File: config.mk
export PLATFORM = sky130hd
export DESIGN_NAME = mux_in_x1_pipe
export DESIGN_NICKNAME = d
export VERILOG_FILES = /design/src/rtl/mux_in_x1_pipe.sv
export SDC_FILE = /design/constraint.sdc
export NUM_CORES = 1
export LEC_CHECK = 0
export CORE_UTILIZATION = 49
export CTS_CLUSTER_SIZE = 10
export DETAILED_ROUTE_END_ITERATION = 16
export HOLD_SLACK_MARGIN = 0.15
export PLACE_DENSITY = 0.86
export SETUP_SLACK_MARGIN = 0.05
export SLEW_MARGIN = 25
export SYNTH_ARGS = -nofsm -noshare
export SYNTH_HDL_FRONTEND = slang
export SYNTH_SLANG_ARGS = --single-unit
File: constraint.sdc
create_clock -name i_clk -period 3.83 [get_ports i_clk]
set_input_delay 0.5745 -clock i_clk [delete_from_list [all_inputs] [get_ports i_clk]]
set_output_delay 0.5745 -clock i_clk [all_outputs]
set_load 0.05 [all_outputs]
File: src/rtl/mux_in_x1_pipe.sv
`default_nettype none
// ============================================================================
// Module      : mux_in_x1_pipe
// Description : N-to-1 channel select with a registered, back-pressurable
//               output stage (main register plus one skid register).
//               Out-of-range selects produce an all-zero beat flagged by
//               o_err, and set a sticky error flag that only reset clears.
// Revision    : 1.0 - initial release
// ----------------------------------------------------------------------------
// Ports
//   i_clk         in   1                      clock, rising edge
//   i_rst_n       in   1                      synchronous reset, active low
//   i_data        in   NUM_INPUTS*DATA_WIDTH  packed channels, ch k at
//                                            [k*DATA_WIDTH +: DATA_WIDTH]
//   i_control     in   SEL_WIDTH              channel select for this beat
//   i_valid       in   1                      upstream beat valid
//   o_ready       out  1                      block can accept a beat
//   o_data        out  DATA_WIDTH             selected, registered data
//   o_err         out  1                      this beat had a bad select
//   o_valid       out  1                      o_data/o_err hold a beat
//   i_ready       in   1                      downstream accepts the beat
//   o_err_sticky  out  1                      any bad select accepted
// ============================================================================
module mux_in_x1_pipe #(
  parameter int DATA_WIDTH = 32,
  parameter int NUM_INPUTS = 3,
  parameter int SEL_WIDTH  = 2
) (
  input  logic                             i_clk,
  input  logic                             i_rst_n,
  input  logic [NUM_INPUTS*DATA_WIDTH-1:0] i_data,
  input  logic [SEL_WIDTH-1:0]             i_control,
  input  logic                             i_valid,
  output logic                             o_ready,
  output logic [DATA_WIDTH-1:0]            o_data,
  output logic                             o_err,
  output logic                             o_valid,
  input  logic                             i_ready,
  output logic                             o_err_sticky
);

  // --------------------------------------------------------------------------
  // Parameter legality
  // --------------------------------------------------------------------------
  generate
    if ((NUM_INPUTS < 2) || (NUM_INPUTS > 16) ||
        ((1 << SEL_WIDTH) < NUM_INPUTS)) begin : g_bad_params
      $error("mux_in_x1_pipe: illegal NUM_INPUTS/SEL_WIDTH combination");
    end
  endgenerate

  // One extra bit so that NUM_INPUTS == 2**SEL_WIDTH is representable.
  localparam logic [SEL_WIDTH:0] c_num_inputs = (SEL_WIDTH + 1)'(NUM_INPUTS);

  // --------------------------------------------------------------------------
  // Buffer states
  // --------------------------------------------------------------------------
  typedef enum logic [1:0] {
    ST_EMPTY = 2'd0,   // no beat held
    ST_ONE   = 2'd1,   // main register holds a beat
    ST_FULL  = 2'd2    // main and skid registers both hold a beat
  } state_t;

  state_t                  state_q,      state_d;
  logic [DATA_WIDTH-1:0]   main_data_q,  main_data_d;
  logic                    main_err_q,   main_err_d;
  logic [DATA_WIDTH-1:0]   skid_data_q,  skid_data_d;
  logic                    skid_err_q,   skid_err_d;
  logic                    sticky_q,     sticky_d;

  logic [DATA_WIDTH-1:0]   sel_data;
  logic                    sel_err;
  logic                    accept;
  logic                    xfer_out;

  // --------------------------------------------------------------------------
  // Channel select. Out-of-range selects match no channel, so the default
  // of zero is what gets captured.
  // --------------------------------------------------------------------------
  always_comb begin
    sel_data = '0;
    for (int k = 0; k < NUM_INPUTS; k++) begin
      if (i_control == SEL_WIDTH'(k)) begin
        sel_data = i_data[k*DATA_WIDTH +: DATA_WIDTH];
      end
    end
    sel_err = ({1'b0, i_control} >= c_num_inputs);
  end

  // --------------------------------------------------------------------------
  // Handshakes. o_ready is decoded from the state register only (plus the
  // reset input), so there is no combinational path from i_ready.
  // --------------------------------------------------------------------------
  assign o_ready  = (state_q != ST_FULL) && i_rst_n;
  assign o_valid  = (state_q != ST_EMPTY);
  assign accept   = i_valid && o_ready;
  assign xfer_out = o_valid && i_ready;

  assign o_data       = main_data_q;
  assign o_err        = main_err_q;
  assign o_err_sticky = sticky_q;

  // --------------------------------------------------------------------------
  // Next-state logic
  // --------------------------------------------------------------------------
  always_comb begin
    state_d     = state_q;
    main_data_d = main_data_q;
    main_err_d  = main_err_q;
    skid_data_d = skid_data_q;
    skid_err_d  = skid_err_q;
    // Sticky error tracks accepted beats, not delivered ones.
    sticky_d    = sticky_q | (accept & sel_err);

    case (state_q)
      ST_EMPTY: begin
        if (accept) begin
          main_data_d = sel_data;
          main_err_d  = sel_err;
          state_d     = ST_ONE;
        end
      end

      ST_ONE: begin
        if (accept && xfer_out) begin
          main_data_d = sel_data;
          main_err_d  = sel_err;
        end else if (accept) begin
          // Downstream stalled: park the new beat behind the current one.
          skid_data_d = sel_data;
          skid_err_d  = sel_err;
          state_d     = ST_FULL;
        end else if (xfer_out) begin
          state_d     = ST_EMPTY;
        end
      end

      ST_FULL: begin
        if (xfer_out) begin
          main_data_d = skid_data_q;
          main_err_d  = skid_err_q;
          state_d     = ST_ONE;
        end
      end

      default: begin
        state_d = ST_EMPTY;
      end
    endcase
  end

  // --------------------------------------------------------------------------
  // State registers
  // --------------------------------------------------------------------------
  always_ff @(posedge i_clk) begin
    if (!i_rst_n) begin
      state_q     <= ST_EMPTY;
      main_data_q <= '0;
      main_err_q  <= 1'b0;
      skid_data_q <= '0;
      skid_err_q  <= 1'b0;
      sticky_q    <= 1'b0;
    end else begin
      state_q     <= state_d;
      main_data_q <= main_data_d;
      main_err_q  <= main_err_d;
      skid_data_q <= skid_data_d;
      skid_err_q  <= skid_err_d;
      sticky_q    <= sticky_d;
    end
  end

endmodule
`default_nettype wire

==> results.py, run 1 <==
metrics = {
    "clocking": {
        "insertion_delay_ns": 0.35,
        "cts_tree": "built",
        "cts_buffer_depth": 2,
        "cts_setup_buffers": 0,
        "cts_resized": 0,
        "cts-root-buf": "clkbuf_8",
        "cts_sinks": 69,
        "htreeDepth": 3,
        "cts_hold_buf": 0,
        "cts.clk_slew.worst_paths_ns": 0.08,
        "cts_buffers": 9,
    },
    "place": {
        "placed_cell_area_um2": 5250,
        "place_ws_ns": 1.15,
        "place_congestion": 0.793,
        "port_buffers": 137,
        "dp_hpwl_mm": 7.77,
        "place_inst": 607,
    },
    "setup_path": {
        "startpoint_type": "flip-flop",
        "crit_family": "simple AND/OR/NAND/NOR gates",
        "worstSetupEndpointType": "output port",
        "cp_max_fo": 36,
        "worst_ep_arrival_time_ns": 1.99,
        "cp.required_ns": 3.26,
        "cpPeakStageDelay_ns": 0.80,
        "path_buf_inv": 1,
        "cp_slowest_cell": "nor2b_4",
        "path_cells": "nor2b_4, nor2_1, buf_4",
        "critPathKind": "flip-flop to output port",
    },
    "synth": {
        "ys.warnings.count": 0,
        "synth_most_common_cell": "dfxtp_1",
        "synthArstFlopShare": 0,
        "synth.top_cell.area_share": 0.350,
        "syn-num-nets": 508,
        "synthFlopType": "dfxtp_1",
        "synthTopCellsByArea": "dfxtp_1, a211oi_2, mux2i_1",
        "ys_top_cells_by_count": "dfxtp_1, nand2b_1, a21oi_1",
        "syn_inst": 406,
        "synth.cell_area_um2": 3950,
        "ys_seq_elements": 69,
        "ys_seq_area_frac": 0.350,
        "synth_cell_types": 36,
        "synth_top_area_cell": "dfxtp_1",
        "synth_edf_count": 0,
        "avgSynthCellArea_um2": 9.73,
    },
    "global_routing": {
        "grt_pass1_vias": 3815,
        "track_usage": 0.280,
        "grt_pass1_wl_mm": 18.8,
        "grt_antenna_before_repair": 0,
        "grt.overflow.total": 0,
        "grt_max_degree": 56,
    },
    "route": {
        "drt.antenna.violating_nets": 0,
        "num_vias": 3804,
        "avgRoutedWirePerCell_um": 18.7,
        "drc_errors": 0,
        "firstDrtPassIters": 5,
        "routed_via_density": 6.11,
        "drtIter0Drc": 336,
        "routed_wl_mm": 11.6,
    },
    "floorplan": {
        "rows": 32,
        "core_area_um2": 7770,
        "die_w_um": 91.8,
        "start_util": 0.509,
        "die-area_um2": 8420,
        "die_h_um": 91.8,
        "io_pins": 138,
    },
    "pwr": {
        "power_w": 0.00200,
        "p_leak_nw": 2.02,
        "peakVddDrop_v": 0.000196,
        "power_density_nw_per_um2": 366,
    },
    "layout": {
        "area_growth_pct": 38.6,
        "drive_above_1_share": 0.125,
        "n_antenna_cell": 0,
        "nFillCells": 591,
        "fin_cells": 623,
        "finalNetCount": 618,
        "design_area_um2": 5480,
    },
    "timing": {
        "finClkSkew_ns": 0.00830,
        "layout_setup_ws_ns": 1.26,
        "clock.fmax_mhz": 390,
        "finalSetupTns_ns": 0,
        "period_needed_ns": 2.57,
        "period_share": 0.670,
        "slew_viol_final": 0,
        "hold_viol": 0,
        "finalSetupViolations": 0,
        "worst_slew_pin_slew_ns": 0.888,
        "max_slew_margin": 0.407,
        "rsz0062_at_grt": "false",
    },
    "worst_hold_path": {
        "hp-class": "flip-flop to flip-flop",
    },
    "run_status": {
        "outcome": "finished, final reports clean",
    },
    "run": {
        "max-cap-violations": 0,
    },
}
[power by group]
part / leakage (nW) / switching, W / internal [W] / total [W]
Sequential: 0.563 / 0.0000239 / 0.000758 / 0.000782
Combinational: 1.34 / 0.000295 / 0.000250 / 0.000545
Clock: 0.116 / 0.000275 / 0.000401 / 0.000676
Total: 2.02 / 0.000594 / 0.00141 / 0.00200
[layout make-up]
class,count,area [um^2],area share
Clock buffer,12,155,0.0283
Clock inverter,4,70.1,0.0128
Sequential cell,69,1380,0.252
Timing Repair Buffer,146,1430,0.260
Tap cell,102,128,0.0233
Inverter,33,124,0.0226
Multi-Input combinational cell,257,2190,0.400
[worst reg2reg max path, delay by kind of cell (launching register included)]
kind | cells | cell delay, ns
and+or+nand+nor | 1 | 0.59
AOI/OAI and AO/OA | 2 | 0.47
DFF | 1 | 0.52
buffers and inverters | 1 | 0.39
[sequential cells by signal (all words and copies together), names as in the netlist]
name / flops
o_data: 32
o_err: 1
o_err_sticky: 1
skid_data_q: 32
skid_err_q: 1
state_q: 2
[metal layers]
metal | part of all wire | track usage | vias to the layer above
li1 | - | - | 1787
met1 | 0.43 | 0.360 | 1829
met2 | 0.48 | 0.461 | 157
met3 | 0.065 | 0.0531 | 31
met4 | 0.028 | 0.117 | 0
met5 | 0 | 0 | -
[worst paths after layout]
path | from | endpoint | slack (ns) | depth (start not counted)
max | state_q[1]$_SDFFE_PN0P_ | o_ready | 1.26 | 3
min | o_data[7]$_SDFFE_PN0P_ | o_data[7]$_SDFFE_PN0P_ | 0.47 | 1
max reg2reg | state_q[0]$_SDFFE_PN0P_ | o_data[13]$_SDFFE_PN0P_ | 1.77 | 4
min reg2reg | o_data[7]$_SDFFE_PN0P_ | o_data[7]$_SDFFE_PN0P_ | 0.47 | 1
[metrics by stage]
stage | util | hold WS [ns]
after floorplan | - | 0.456
after global placement | 0.676 | 0.450
after detailed placement | 0.676 | 0.453
after CTS | 0.705 | 0.471
after global routing | 0.705 | 0.495
final | 0.705 | 0.470
[placed cells by master (no fill, tap or decap), drive strengths merged, types with 2 or more instances in the layout]
cell           count
bufinv             2
and2               2
o21a               2
a32o              32
nand2              3
a211oi            32
a21oi             34
a2bb2oi           32
inv               32
dfxtp             69
o221ai            32
clkinv             3
nand2b            35
clkbuf            12
mux2i             33
clkdlybuf4s50    134
nor2               4
nor2b              3
buf               12
[logic make-up after synthesis]
group,synth area share
mux,0.0836
buf+inv,0.0976
compound gates,0.384
flops,0.350
simple gates,0.0849
Note: power is estimated with default switching activity, not from simulation.
==> run 2: changes to the inputs <==
Settings changed: CORE_UTILIZATION 49 to 41, PLACE_DENSITY 0.86 to 0.77.
Clock period 3.83 ns to 2.1 ns, I/O delays scaled along.
==> run 2 against run 1 <==
Against the previous run: cell count grew 6.7%; sequential cell count is the same; clock skew grew 0.0010 ns; worst hold slack lost 0.0019 ns; total power grew 76%; register-to-register slack lost 1.5 ns; clock power grew 60%; sequential share of layout area shrank 0.91 points; sequential power grew 83%; global-route usage shrank 4.3 points; first-iteration DRC count shrank 51%; critical path type is now input pin to output port; critical endpoint unchanged; largest cell class unchanged; largest power group unchanged.
==> results.py, run 2 (synthesized netlist as in run 1, its figures left out) <==
metrics = {
    "clocking": {
        "cts_tree": "built",
        "cts_resized": 0,
        "cts_buffers": 9,
        "cts_setup_buffers": 1,
        "cts.clk_slew.worst_paths_ns": 0.07,
        "cts_buffer_depth": 2,
        "insertion_delay_ns": 0.34,
        "cts-root-buf": "clkbuf_8",
        "cts_hold_buf": 0,
        "htreeDepth": 3,
        "cts_sinks": 69,
    },
    "floorplan": {
        "rows": 35,
        "io_pins": 138,
        "start_util": 0.425,
        "die_w_um": 100,
        "die_h_um": 100,
        "die-area_um2": 10000,
        "core_area_um2": 9280,
    },
    "timing": {
        "slew_viol_final": 0,
        "clock.fmax_mhz": 532,
        "finalSetupViolations": 0,
        "hold_viol": 0,
        "period_share": 0.896,
        "worst_slew_pin_slew_ns": 0.775,
        "layout_setup_ws_ns": 0.219,
        "finalSetupTns_ns": 0,
        "max_slew_margin": 0.483,
        "finClkSkew_ns": 0.00933,
        "rsz0062_at_grt": "false",
        "period_needed_ns": 1.88,
    },
    "layout": {
        "drive_above_1_share": 0.149,
        "finalNetCount": 633,
        "nFillCells": 797,
        "area_growth_pct": 43.8,
        "final_util": 0.612,
        "design_area_um2": 5680,
        "n_antenna_cell": 0,
        "final_cell_mix": "clkdlybuf4s50_1, dfxtp_1, nand2b_1",
        "layout_commonest_cell": "clkdlybuf4s50_1",
    },
    "route": {
        "routed_via_density": 5.71,
        "avgRoutedWirePerCell_um": 17.6,
        "firstDrtPassIters": 5,
        "drc_errors": 0,
        "drt.antenna.violating_nets": 0,
        "num_vias": 3796,
        "drtIter0Drc": 165,
        "routed_wl_mm": 11.7,
    },
    "global_routing": {
        "grt_pass1_wl_mm": 18.9,
        "grt_antenna_before_repair": 0,
        "grt_pass1_vias": 3976,
        "grt_max_degree": 45,
        "grt.overflow.total": 0,
        "track_usage": 0.237,
    },
    "pwr": {
        "power_w": 0.00353,
        "peakVddDrop_v": 0.000292,
        "combPwrFrac": 0.290,
        "p_int_w": 0.00244,
        "power_frac_seq": 0.405,
        "p_leak_nw": 2.11,
        "power_density_nw_per_um2": 621,
        "swShare": 0.307,
        "p_sw_w": 0.00108,
        "clockPowerShare": 0.305,
    },
    "setup_path": {
        "crit_family": "buffers and inverters",
        "worstSetupEndpointType": "output port",
        "path_cells": "clkdlybuf4s50_1, clkinv_1, nor2_1, buf_12",
        "r2r_slack_ns": 0.32,
        "worst_ep_arrival_time_ns": 1.57,
        "cp_slowest_cell": "clkdlybuf4s50_1",
        "critPathKind": "input pin to output port",
        "cpPeakStageDelay_ns": 0.63,
        "cp_max_fo": 8,
        "path_buf_inv": 3,
        "startpoint_type": "input pin",
        "cp.required_ns": 1.78,
    },
    "place": {
        "dp_hpwl_mm": 8.31,
        "placed_cell_area_um2": 5480,
        "place_congestion": 0.785,
        "port_buffers": 137,
        "place_ws_ns": 0.00459,
    },
    "run_status": {
        "outcome": "finished, final reports clean",
    },
    "run": {
        "max-cap-violations": 0,
    },
    "worst_hold_path": {
        "hp-class": "flip-flop to flip-flop",
    },
}
[run 2: metal layers]
| metal | part of all wire | GRT usage | vias up |
|---|---|---|---|
| li1 | - | - | 1809 |
| met1 | 0.44 | 0.283 | 1845 |
| met2 | 0.49 | 0.424 | 121 |
| met3 | 0.052 | 0.0376 | 21 |
| met4 | 0.023 | 0.0925 | 0 |
| met5 | 0 | 0 | - |
[run 2: cell type report]
type	count	area, um^2	share of cell area
multi-input combinational	257	2200	0.387
timing repair buffer	161	1620	0.286
sequential	69	1380	0.243
tap	129	161	0.0284
clock buffer	12	145	0.0256
inverter	33	124	0.0218
clock inverter	4	47.5	0.00837
[run 2: through the flow]
| stage | cells | hold WS, ns |
|---|---|---|
| floorplan | 406 | 0.432 |
| global placement | 648 | 0.451 |
| detailed placement | 648 | 0.455 |
| CTS | 665 | 0.471 |
| global route | 665 | 0.490 |
| finish | 665 | 0.468 |
[run 2: path summary, 6_finish.rpt]
check | startpoint | endpoint | cells past startpoint
worst max-delay path | i_rst_n | o_ready | 4
worst min-delay path | o_data[31]$_SDFFE_PN0P_ | o_data[31]$_SDFFE_PN0P_ | 1
worst max register to register | state_q[1]$_SDFFE_PN0P_ | o_data[0]$_SDFFE_PN0P_ | 3
worst min register to register | o_data[31]$_SDFFE_PN0P_ | o_data[31]$_SDFFE_PN0P_ | 1
[run 2: power groups by stage]
stage	Combinational, W	Clock [W]	Sequential [W]
after floorplan	0.000409	0	0.00164
after global placement	0.00100	0	0.00146
after detailed placement	0.00102	0	0.00146
after CTS	0.00103	0.00109	0.00143
after global routing	0.00109	0.00114	0.00144
final	0.00102	0.00108	0.00143
==> run 3: changes to the inputs <==
Settings changed: ABC_AREA set to 1, CTS_CLUSTER_SIZE 10 to unset.
==> run 3 against run 2 <==
Against the previous run: the run now ends with design-rule violations left; clock power about the same; routed wire length increased by 2.2%; cell area decreased by 2.9%; worst hold slack got worse by 0.14 ns; largest power group unchanged.
==> results.py, run 3 <==
metrics = {
    "run_status": {
        "outcome": "finished, violations left",
        "violations": "design-rule violations",
    },
    "timing": {
        "period_share": 0.934,
        "finalSetupTns_ns": 0,
        "finClkSkew_ns": 0.00786,
        "hold_viol": 0,
        "finalSetupViolations": 0,
        "clock.fmax_mhz": 510,
        "max_slew_margin": 0.362,
        "period_needed_ns": 1.96,
        "slew_viol_final": 0,
        "rsz0062_at_grt": "false",
        "worst_slew_pin_slew_ns": 0.955,
    },
    "synth": {
        "synth_most_common_cell": "nand2_1",
        "synth.cell_area_um2": 3860,
        "syn-num-nets": 738,
        "synth.top_cell.area_share": 0.358,
        "synth_cell_types": 25,
        "ys_seq_area_frac": 0.358,
        "ys_seq_elements": 69,
        "syn_inst": 636,
        "avgSynthCellArea_um2": 6.07,
        "synthTopCellsByArea": "dfxtp_1, nand3_1, nand2_1",
        "synth_top_area_cell": "dfxtp_1",
        "synthArstFlopShare": 0,
        "ys_top_cells_by_count": "nand2_1, nor2_1, nand3_1",
        "synthFlopType": "dfxtp_1",
        "synth_edf_count": 0,
        "ys.warnings.count": 0,
    },
    "floorplan": {
        "rows": 35,
        "die-area_um2": 9810,
        "io_pins": 138,
        "die_h_um": 99.1,
        "die_w_um": 99.1,
        "core_area_um2": 9200,
        "start_util": 0.420,
    },
    "setup_path": {
        "cp_max_fo": 34,
        "worst_ep_arrival_time_ns": 1.65,
        "cp.required_ns": 1.78,
        "worstReg2RegStart": "state_q[1]$_SDFFE_PN0P_",
        "r2r-end": "o_data[0]$_SDFFE_PN0P_",
        "r2r_slack_ns": 0.22,
        "rr_worst_depth": 6,
        "worstSetupEndpointType": "output port",
        "startpoint_type": "flip-flop",
        "critPathKind": "flip-flop to output port",
    },
    "clocking": {
        "cts_setup_buffers": 0,
        "cts_sinks": 69,
        "cts.clk_slew.worst_paths_ns": 0.07,
        "cts_buffer_depth": 2,
        "cts-root-buf": "clkbuf_8",
        "cts_hold_buf": 0,
        "htreeDepth": 3,
        "insertion_delay_ns": 0.34,
        "cts_buffers": 9,
        "cts_tree": "built",
    },
    "layout": {
        "fin_cells": 874,
        "n_antenna_cell": 0,
        "finalNetCount": 860,
        "area_growth_pct": 42.8,
        "layout_commonest_cell": "nand2_1",
        "design_area_um2": 5510,
        "final_cell_mix": "nand2_1, clkdlybuf4s50_1, nor2_1",
        "nFillCells": 878,
        "drive_above_1_share": 0.0668,
    },
    "route": {
        "firstDrtPassIters": 11,
        "routed_via_density": 5.06,
        "num_vias": 4423,
        "routed_wl_mm": 11.9,
        "avgRoutedWirePerCell_um": 13.7,
        "drc_errors": 1,
        "drt.antenna.violating_nets": 0,
        "drtIter0Drc": 240,
    },
    "global_routing": {
        "grt_antenna_before_repair": 0,
        "grt.overflow.total": 0,
        "grt_pass1_wl_mm": 19.8,
        "track_usage": 0.255,
        "grt_pass1_vias": 4258,
        "grt_max_degree": 67,
    },
    "worst_hold_path": {
        "hp-class": "input pin to flip-flop",
        "min_path_cells": 3,
        "hold_start": "i_rst_n",
        "hold_end": "state_q[0]$_SDFFE_PN0P_",
    },
    "place": {
        "place_congestion": 0.799,
        "place_inst": 858,
        "dp_hpwl_mm": 8.20,
        "placed_cell_area_um2": 5310,
        "port_buffers": 137,
    },
    "run": {
        "max-cap-violations": 0,
    },
    "pwr": {
        "power_density_nw_per_um2": 710,
        "peakVddDrop_v": 0.000315,
        "power_w": 0.00391,
        "p_leak_nw": 2.59,
    },
}
## run 3: changes by cell type in the layout (fill, tap and decap cells not counted), sizes merged, moves of 6 or more
| cell | change |
|---|---|
| nand2b | -35 |
| o21ai | +34 |
| a2bb2oi | -32 |
| o221ai | -32 |
| a32o | -32 |
| mux2i | -33 |
| a21oi | -29 |
| nand3 | +130 |
| a211oi | -31 |
| nand2 | +166 |
| inv | +11 |
| buf | -6 |
| nor2 | +132 |
## run 3: per-layer routing
metal | wire length [um] | GRT usage
met4 | 240 | 0.102
met3 | 799 | 0.0518
met1 | 4960 | 0.306
met5 | 0 | 0
met2 | 5940 | 0.444
## run 3: critical path, cell delays in order (launching register included)
cell	delay (ns)
dfxtp_2	0.40
inv_2	0.07
nand2_4	0.07
buf_8	0.24
clkinv_1	0.17
nor2_2	0.18
buf_12	0.16
## run 3: area by class of cell
cell class                 count  area [um^2]  share of cell area
multi-input combinational    478         2090               0.378
timing repair buffer         156         1550               0.281
sequential                    69         1380               0.251
inverter                      44          165              0.0300
clock buffer                  11          141              0.0256
tap                          111          139              0.0252
clock inverter                 5         50.0             0.00908
## run 3: what timing repair did
item,CTS,global route
hold endpoints to repair,0,0
setup endpoints to repair,1,1
resized for setup,3,1
## run 3: worst max-delay path by stage
stage                               to  cells after the start  slack [ns]               startpoint
6_report                       o_ready                      6        0.14  state_q[0]$_SDFFE_PN0P_
5_1_grt        o_data[15]$_SDFFE_PN0P_                      6        0.07  state_q[1]$_SDFFE_PN0P_
4_1_cts                        o_ready                      6        0.06  state_q[0]$_SDFFE_PN0P_
3_5_place_dp   o_data[14]$_SDFFE_PN0P_                      6        0.04                  i_valid
3_3_place_gp   o_data[29]$_SDFFE_PN0P_                      6         0.1                  i_valid
2_1_floorplan                  o_ready                      5        0.22  state_q[0]$_SDFFE_PN0P_
## run 3: logic make-up after synthesis
group / Yosys count / synth area share
compound gates: 41 / 0.0599
buf+inv: 89 / 0.103
simple gates: 437 / 0.480
flops: 69 / 0.358
## run 3: report_power, final
group	total (W)	internal (W)	switching (W)
Clock	0.00106	0.000573	0.000486
Combinational	0.00136	0.000535	0.000829
Sequential	0.00149	0.00143	0.0000636
Total	0.00391	0.00253	0.00138
## run 3: stage by stage
step	worst slack [ns]	utilization	hold slack, ns
floorplan	0.221	-	0.388
global route	0.0681	0.600	0.341
detailed placement	0.0382	0.578	0.474
finish	0.138	0.600	0.325
CTS	0.0555	0.599	0.318
global placement	0.0978	0.578	0.452
